<file path="src/rtl/delay_line_ctrl_pkg.sv">
// Shared definitions for the programmable delay line: default sizing,
// controller state encoding and the requested-delay clamp.
package delay_line_ctrl_pkg;

    // Defaults shared by every channel instance so they all agree on sizing.
    localparam int unsigned MAX_DLY_DEF = 16;
    localparam int unsigned DLY_W_DEF   = 5;

    typedef enum logic [1:0] {
        StRun   = 2'd0,
        StFlush = 2'd1,
        StFill  = 2'd2
    } state_e;

    // Force a requested delay into the legal range 1..max_dly.
    function automatic int unsigned clamp_dly(input int unsigned req,
                                              input int unsigned max_dly);
        if (req == 0) begin
            return 1;
        end else if (req > max_dly) begin
            return max_dly;
        end
        return req;
    endfunction

endpackage

</file>
<file path="src/rtl/delay_tap_line.sv">
// Shift stages with a per-stage valid shadow and a tap mux.
// Stage k (1-based) lives at index k-1.
module delay_tap_line
    import delay_line_ctrl_pkg::*;
#(
    parameter int unsigned WID     = 1,
    parameter int unsigned MAX_DLY = MAX_DLY_DEF,
    parameter int unsigned DLY_W   = DLY_W_DEF
) (
    input  logic             clk,
    input  logic             rst,
    input  logic             i_shift,
    input  logic             i_flush,
    input  logic [WID-1:0]   i_data,
    input  logic             i_vld,
    input  logic [DLY_W-1:0] i_sel,
    output logic [WID-1:0]   o_data,
    output logic             o_vld
);

    logic [WID-1:0]     r_data [MAX_DLY];
    logic [MAX_DLY-1:0] r_vld;

    // Stage update: flush clears valids only and takes priority over shifting.
    always_ff @(posedge clk) begin
        if (rst) begin
            for (int k = 0; k < int'(MAX_DLY); k++) begin
                r_data[k] <= '0;
            end
            r_vld <= '0;
        end else if (i_flush) begin
            r_vld <= '0;
        end else if (i_shift) begin
            r_data[0] <= i_data;
            r_vld[0]  <= i_vld;
            for (int k = 1; k < int'(MAX_DLY); k++) begin
                r_data[k] <= r_data[k-1];
                r_vld[k]  <= r_vld[k-1];
            end
        end
    end

    // Tap mux straight from the stage registers; i_sel is 1-based.
    always_comb begin
        o_data = '0;
        o_vld  = 1'b0;
        for (int k = 0; k < int'(MAX_DLY); k++) begin
            if (i_sel == DLY_W'(k + 1)) begin
                o_data = r_data[k];
                o_vld  = r_vld[k];
            end
        end
    end

endmodule

</file>
<file path="src/rtl/delay_line_ctrl.sv">
// Run-time programmable delay line controller. Accepts a new delay over a
// valid/ready handshake, then flushes valids and refills the line so no
// stale or misaligned sample is ever presented as valid.
module delay_line_ctrl
    import delay_line_ctrl_pkg::*;
#(
    parameter int unsigned WID     = 1,
    parameter int unsigned MAX_DLY = MAX_DLY_DEF,
    parameter int unsigned DEF_DLY = 1,
    parameter int unsigned DLY_W   = DLY_W_DEF
) (
    input  logic             clk,
    input  logic             rst,
    input  logic             ce,
    input  logic [WID-1:0]   i,
    input  logic             i_vld,
    output logic [WID-1:0]   o,
    output logic             o_vld,
    input  logic [DLY_W-1:0] cfg_dly,
    input  logic             cfg_valid,
    output logic             cfg_ready,
    output logic [DLY_W-1:0] cur_dly,
    output logic             busy
);

    state_e           r_state;
    state_e           w_state_nxt;
    logic [DLY_W-1:0] r_cur_dly;
    logic [DLY_W-1:0] r_pend_dly;
    logic [DLY_W-1:0] r_fill_cnt;
    logic [DLY_W-1:0] w_clamped;
    logic [DLY_W-1:0] w_fill_inc;
    logic             w_fill_done;
    logic             w_shift;
    logic             w_flush;
    logic             w_tap_vld;

    assign w_clamped  = DLY_W'(clamp_dly(32'(cfg_dly), MAX_DLY));
    assign w_fill_inc = r_fill_cnt + DLY_W'(1);
    // Leave FILL on the ce that lands the first refill sample on the tap.
    assign w_fill_done = ce && (w_fill_inc == r_cur_dly);

    // State register; reset enters FILL so the line refills to DEF_DLY.
    always_ff @(posedge clk) begin
        if (rst) begin
            r_state <= StFill;
        end else begin
            r_state <= w_state_nxt;
        end
    end

    // Next-state logic.
    always_comb begin
        w_state_nxt = r_state;
        case (r_state)
            StRun:   if (cfg_valid) w_state_nxt = StFlush;
            StFlush: w_state_nxt = StFill;
            StFill:  if (w_fill_done) w_state_nxt = StRun;
            default: w_state_nxt = StFill;
        endcase
    end

    // Outputs and line controls decoded from the current state.
    always_comb begin
        cfg_ready = (r_state == StRun);
        busy      = (r_state != StRun);
        w_flush   = (r_state == StFlush);
        w_shift   = ce && (r_state != StFlush);
        o_vld     = w_tap_vld && (r_state == StRun);
    end

    // Delay bookkeeping: latch request, apply it in FLUSH, count refill ce's.
    always_ff @(posedge clk) begin
        if (rst) begin
            r_cur_dly  <= DLY_W'(DEF_DLY);
            r_pend_dly <= DLY_W'(DEF_DLY);
            r_fill_cnt <= '0;
        end else begin
            case (r_state)
                StRun: begin
                    if (cfg_valid) r_pend_dly <= w_clamped;
                end
                StFlush: begin
                    r_cur_dly  <= r_pend_dly;
                    r_fill_cnt <= '0;
                end
                StFill: begin
                    if (ce) r_fill_cnt <= w_fill_inc;
                end
                default: ;
            endcase
        end
    end

    assign cur_dly = r_cur_dly;

    delay_tap_line #(
        .WID     (WID),
        .MAX_DLY (MAX_DLY),
        .DLY_W   (DLY_W)
    ) u_line (
        .clk     (clk),
        .rst     (rst),
        .i_shift (w_shift),
        .i_flush (w_flush),
        .i_data  (i),
        .i_vld   (i_vld),
        .i_sel   (r_cur_dly),
        .o_data  (o),
        .o_vld   (w_tap_vld)
    );

endmodule
</file>
<file path="config.mk">
export PLATFORM = sky130hd
export DESIGN_NAME = delay_line_ctrl
export DESIGN_NICKNAME = d
export VERILOG_FILES = /design/src/rtl/delay_line_ctrl_pkg.sv /design/src/rtl/delay_tap_line.sv /design/src/rtl/delay_line_ctrl.sv
export SDC_FILE = /design/constraint.sdc
export NUM_CORES = 1
export LEC_CHECK = 0
export CAP_MARGIN = 20
export CORE_MARGIN = 5
export CORE_UTILIZATION = 35
export DETAILED_ROUTE_END_ITERATION = 10
export HOLD_SLACK_MARGIN = 0.15
export REMOVE_ABC_BUFFERS = 1
export SYNTH_ARGS = -nofsm -noshare
export SYNTH_HDL_FRONTEND = slang
export SYNTH_HIERARCHICAL = 1
export SYNTH_SLANG_ARGS = --single-unit
</file>
<file path="constraint.sdc">
create_clock -name clk -period 6.3 [get_ports clk]
set_clock_uncertainty 0.05 [all_clocks]
set_input_delay 0.945 -clock clk [delete_from_list [all_inputs] [get_ports clk]]
set_output_delay 0.945 -clock clk [all_outputs]
set_load 0.05 [all_outputs]
</file>
### After elaboration in Yosys (flattened, before gate mapping)

Memories as Yosys holds them, arrays and structs flattened.
Index checks and enable logic that the tools add are counted.

| storage, ports and cells | value |
|---|---|
| latch bits | 0 |
| ROM bits | 0 |
| register bits | 33 |
| output and inout bits | 9 |
| memories kept | 1 |
| memory bits (writable) | 16 |

Memories:

| name | words | bits a word | read ports | clocked after memory_dff | write ports | line | RTL |
|---|---|---|---|---|---|---|---|
| u_line.r_data | 16 | 1 | 16 | 0 | 16 | delay_tap_line.sv:21 | `logic [WID-1:0] r_data [MAX_DLY];` |

| operators by class | value |
|---|---|
| order comparisons | 1 |
| mux-type cells | 64 |
| $mul | 0 |
| bitwise operators | 16 |
| equal/unequal tests | 23 |
| divide/modulo/power cells | 0 |
| reductions and logical operators | 11 |
| $add $sub $neg | 1 |
| shifts and indexed selects | 0 |

Operators by type and width:

| kind | number |
|---|---|
| 1-bit two-way mux | 56 |
| 5-bit by 4-bit == test with 1-bit output, second input constant | 8 |
| 5-bit by 3-bit == test with 1-bit output, second input constant | 4 |
| 5-bit two-way mux | 4 |
| 1-bit bitwise OR | 16 |
| 5-bit by 2-bit == test with 1-bit output, second input constant | 2 |
| 5-bit one-hot mux with 2 select lines | 1 |
| 2-bit inequality test, second input constant | 3 |
| 2-bit AND reduction | 3 |
| 5-bit by 1-bit adder with 5-bit output, second input constant | 1 |
| 5-bit by 1-bit == test with 1-bit output, second input constant | 1 |
| 5-bit == test | 1 |
| 5-bit == test, second input constant | 1 |
| 5-bit greater-than comparator, second input constant | 1 |
| 5-bit logical NOT | 1 |
| 2-bit two-way mux | 2 |
| 2-bit one-hot mux with 2 select lines | 1 |
| 2-bit nonzero test | 2 |
| 1-bit logical AND | 3 |
| 2-bit by 1-bit == test with 1-bit output, second input constant | 1 |
| 2-bit == test, second input constant | 1 |
| 2-bit logical NOT | 1 |
| 2-bit by 1-bit inequality test with 1-bit output, second input constant | 1 |
| 2-bit OR reduction | 1 |

### Depth between registers and ports, before layout

| logic depth | value |
|---|---|
| word-level depth | 18 |
| depth in mapped cells | 7 |
| depth with buffers taken out | 6 |

### Cells and area by module

Netlist, hierarchy kept.

By module, submodules not included:

| module | seq. area each (µm²) | cells each | instances | area an instance (µm²) |
|---|---|---|---|---|
| delay_tap_line | 800.8 | 156 | 1 | 1629.1 |
| delay_line_ctrl | 340.3 | 104 | 1 | 912.1 |

### Worst setup path after synthesis

Ideal clock, no wire load.

| timing path | value |
|---|---|
| kind | register -> output |
| start | register r_cur_dly[1] (netlist: cur_dly[1]) |
| end | output o |
| arrival | 2.021 ns |
| cell stages (with the launch flop) | 7 |
| slack | 3.284 ns |
| cells stage by stage | dfxtp_1 -> buf_2 -> buf_2 -> mux2_2 -> a21oi_1 -> o21ai_1 -> nand3_1 |

| on the way | value |
|---|---|
| longest elaborated chain between the ends | 17 |
| elaborated cells on any way between the ends | 32 |
| those cells by class | eq/ne (16); mux (16) |

Ends and longest elaborated chain:

| what | line | RTL |
|---|---|---|
| start: declaration | delay_line_ctrl.sv:28 | `logic [DLY_W-1:0] r_cur_dly;` |
| start signal: assignment | delay_line_ctrl.sv:75 | `r_cur_dly <= DLY_W'(DEF_DLY);` |
| start signal: assignment | delay_line_ctrl.sv:84 | `r_cur_dly <= r_pend_dly;` |
| 5-bit by 1-bit == test with 1-bit output | delay_tap_line.sv:48 | `if (i_sel == DLY_W'(k + 1)) begin` |
| 1-bit two-way mux (15 in series) | delay_tap_line.sv:48 |  |
| 1-bit two-way mux * | delay_tap_line.sv:48 |  |
| end: declaration | delay_line_ctrl.sv:17 | `output logic [WID-1:0] o,` |

Mark *: on every way between the ends. The rest lies on a longest branch, timed or not.

### Final worst setup path

| timing path | value |
|---|---|
| start | register r_cur_dly[0] (netlist: cur_dly[0]) |
| end | output o_vld |

| on the way | value |
|---|---|
| longest elaborated chain between the ends | 18 |
| elaborated cells on any way between the ends | 33 |
| those cells by class | eq/ne (16); mux (16); reduce/logical (1) |

Ends and longest elaborated chain:

| what | line | RTL |
|---|---|---|
| 5-bit by 1-bit == test with 1-bit output | delay_tap_line.sv:48 |  |
| 1-bit two-way mux (15 in series) | delay_tap_line.sv:48 |  |
| 1-bit two-way mux * | delay_tap_line.sv:48 |  |
| named net w_tap_vld | delay_line_ctrl.sv:36 | `logic w_tap_vld;` |
| 1-bit logical AND * | delay_line_ctrl.sv:69 | `o_vld = w_tap_vld && (r_state == StRun);` |
| end: declaration | delay_line_ctrl.sv:18 | `output logic o_vld,` |

The timed path passes the listed nets; every way through them passes the cells marked *.

==> qor.csv <==
stage;metric;value;unit
global_route;global-route wire length before repair;8.37;mm
setup_path;top fanout value on the critical path;25;
sta;fin. max-slew vios;0;
die;Die Span X;95.2;um
sta;setup TNS;0;ns
worst_hold_path;Tightest Hold Check Type;reg2reg;
synthesis;Synth area leaders;dfxtp_1, edfxtp_1, mux2i_1;
worst_hold_path;min-delay src;r_pend_dly[2]$_SDFFE_PP0P_;
placed_design;GP Congestion;0.735;
clocking;Clock Latency Late Sink;0.30;ns
synthesis;share of the synthesized area in the top cell type;0.260;
final_layout;Final #Nets;284;
clocking;CTS resizes;0;
global_route;vias in the first global route;1722;
final_layout;most common cell after layout, fill and taps aside;dfxtp_1;
synthesis;Avg Cell Area, Syn;9.77;um2
sta;PnR worst setup slack;2.16;ns
global_route;initial antenna violation count;0;
clocking;clock sink count;49;
setup_path;crit path cell chain;mux4_2 > nor3_1 > nor3_1 > a31o_1 > and2_1 > clkdlybuf4s50_1;
setup_path;critical path's largest stage delay;0.95;ns
die;die area;9060;um2
final_layout;# fillers;696;
die;Initial Utilization;0.354;
clocking;number of buffers created by CTS;5;
run;max cap viols;0;
setup_path;reg2reg start;r_state[0]$_SDFFE_PP0P_;
final_layout;most frequent cells in the layout;dfxtp_1, nor2_1, mux2i_1;
sta;relative slew slack;0.369;
final_layout;layout cells sized above 1;0.0664;
placed_design;port bufs;19;
global_route;largest net degree at the start of global routing;28;
placed_design;DP Worst Slack;2.43;ns
synthesis;FF+latch count, synth;49;
run_status;status;completed;
sta;Tcrit/Tclk final;0.657;
clocking;CTS tree;done;
sta;FMAX;0.242;GHz
sta;worst slew pin tran;0.946;ns
setup_path;worst setup path startpoint;cur_dly[0]$_SDFFE_PP1P_;
final_layout;post-layout util;0.403;
setup_path;CP max stage cell;dfxtp_1;
drt;WL/cell;13.5;um
die;Core Box Area;7180;um2
clocking;Hold Buf Count CTS;0;
drt;Detailed Route Iter0 Violations;137;
die;Rows;31;
power;Pwr Density;231;nW/um2
clocking;maximum buffer depth of the clock tree;2;
drt;TritonRoute pass-1 iters;4;
synthesis;number of synthesized flops with an enable pin;16;
setup_path;Crit. End Element;output port;
synthesis;Main synth FF type;dfxtp_1;
setup_path;Arr. time, crit path;3.14;ns
die;num ports;20;
sta;clock period minus worst slack;4.14;ns
setup_path;WP data required;5.30;ns
setup_path;Setup crit start kind;flop;
drt;via count;1891;
final_layout;ant diodes;0;
final_layout;Area Growth Syn to Fin;13.7;%
clocking;root buf cell;clkbuf_8;
synthesis;fraction of registers with async set/reset;0;
drt;final wirelength;5.01;mm
setup_path;Critical Setup Path Class;reg2out;
synthesis;Ys Warns;6;
power;maximum vdd drop;0.000106;V
sta;Hold Vio Cnt, Final;0;
sta;# setup viols final;0;
global_route;GR Util All Layers;0.116;
setup_path;Most common cell on crit path;nor3_1;
clocking;setup bufs post-CTS;0;
synthesis;Post-Syn Instances;260;
clocking;Clock transition at path regs;0.09;ns
synthesis;top cell type by total area after synthesis;dfxtp_1;
synthesis;sequential share of the synthesized area;0.449;
sta;RSZ-0062 raised after global routing;no;
drt;via/cell ratio;5.11;
clocking;H-tree levels;2;
global_route;GRT Residual Overflow;0;
synthesis;Netlist Area Pre-Place;2540;um2
drt;DRT antenna net count;0;
die;die height;95.2;um
drt;drt drc;0;
placed_design;detailed placement HPWL;3.39;mm
synthesis;Netlist cell types;54;
power;static leakage power;1.09;nW
-- stage by stage --
step,total power [mW],std cells,cell area [um2],hold WS (ns)
3_5_place_dp,0.460,362,2780,0.406
6_report,0.669,370,2890,0.413
5_1_grt,0.702,370,2890,0.453
2_1_floorplan,0.425,242,2440,0.375
4_1_cts,0.681,370,2890,0.420
3_3_place_gp,0.458,362,2780,0.392
-- registers in the layout, indices dropped and copies added, names as in the netlist --
signal	flops
r_pend_dly	5
cur_dly	5
r_fill_cnt	5
u_line/r_data	16
r_state	2
u_line/r_vld	16
-- metal layers --
metal | wire length, um | vias to the layer above | track usage
met5 | 0 | - | 0
met4 | 53 | 0 | 0.0325
met3 | 157 | 5 | 0.0292
met2 | 2270 | 20 | 0.171
met1 | 2520 | 911 | 0.168
li1 | - | 955 | -
-- cell families after synthesis --
group,after synthesis,share of synthesized area
AOI/OAI and AO/OA,41,0.106
adders and majority gates,3,0.0148
muxes,31,0.131
and+or+nand+nor,104,0.225
xor gates and xnor gates,8,0.0276
DFF,49,0.449
buffers and inverters,24,0.0468
-- worst max-delay path: cells and delay by family, from the launching register on --
kind | cells | cell delay, ns
AO/OA/AOI/OAI | 1 | 0.24
buffers and inverters | 1 | 0.69
flip-flops | 1 | 0.95
multiplexers | 1 | 0.61
AND/OR/NAND/NOR | 3 | 0.35
-- path summary, 6_finish.rpt --
| kind | endpoint | slack (ns) | cells after the start |
|---|---|---|---|
| hold reg to reg | r_pend_dly[2]$_SDFFE_PP0P_ | 0.41 | 2 |
| setup reg to reg | u_line/r_data[0][0]$_SDFFCE_PN0P_ | 3.80 | 4 |
| hold / removal | r_pend_dly[2]$_SDFFE_PP0P_ | 0.41 | 2 |
| setup / recovery | o_vld | 2.16 | 6 |
-- Yosys cell counts (all sizes together), types with 3 or more instances --
cell / number
o21ai: 8
dfxtp: 33
nor2: 28
a21oi: 12
a31oi: 3
mux2i: 25
nor2b: 13
clkbuf: 4
ha: 3
nand2b: 6
edfxtp: 16
buf: 14
nand2: 10
nor3: 5
mux2: 5
inv: 6
xnor2: 6
nand3: 12
a211o: 3
a21o: 4
and3: 10
-- report_power, final --
part           leakage (nW)  switching [mW]  internal [mW]
registers             0.444          0.0193          0.343
logic                 0.591          0.0486         0.0397
clock network        0.0599           0.105          0.114
-- area by class of cell --
class                           instances  area [um2]  share of cell area
Timing Repair Buffer                   21         205              0.0710
Clock inverter                          1        6.26             0.00216
Inverter                                6        22.5             0.00779
Tap cell                               99         124              0.0429
Clock buffer                            7         108              0.0372
Multi-Input combinational cell        187        1280               0.444
Sequential cell                        49        1140               0.395
No activity file was read; power rests on OpenSTA's default activity.
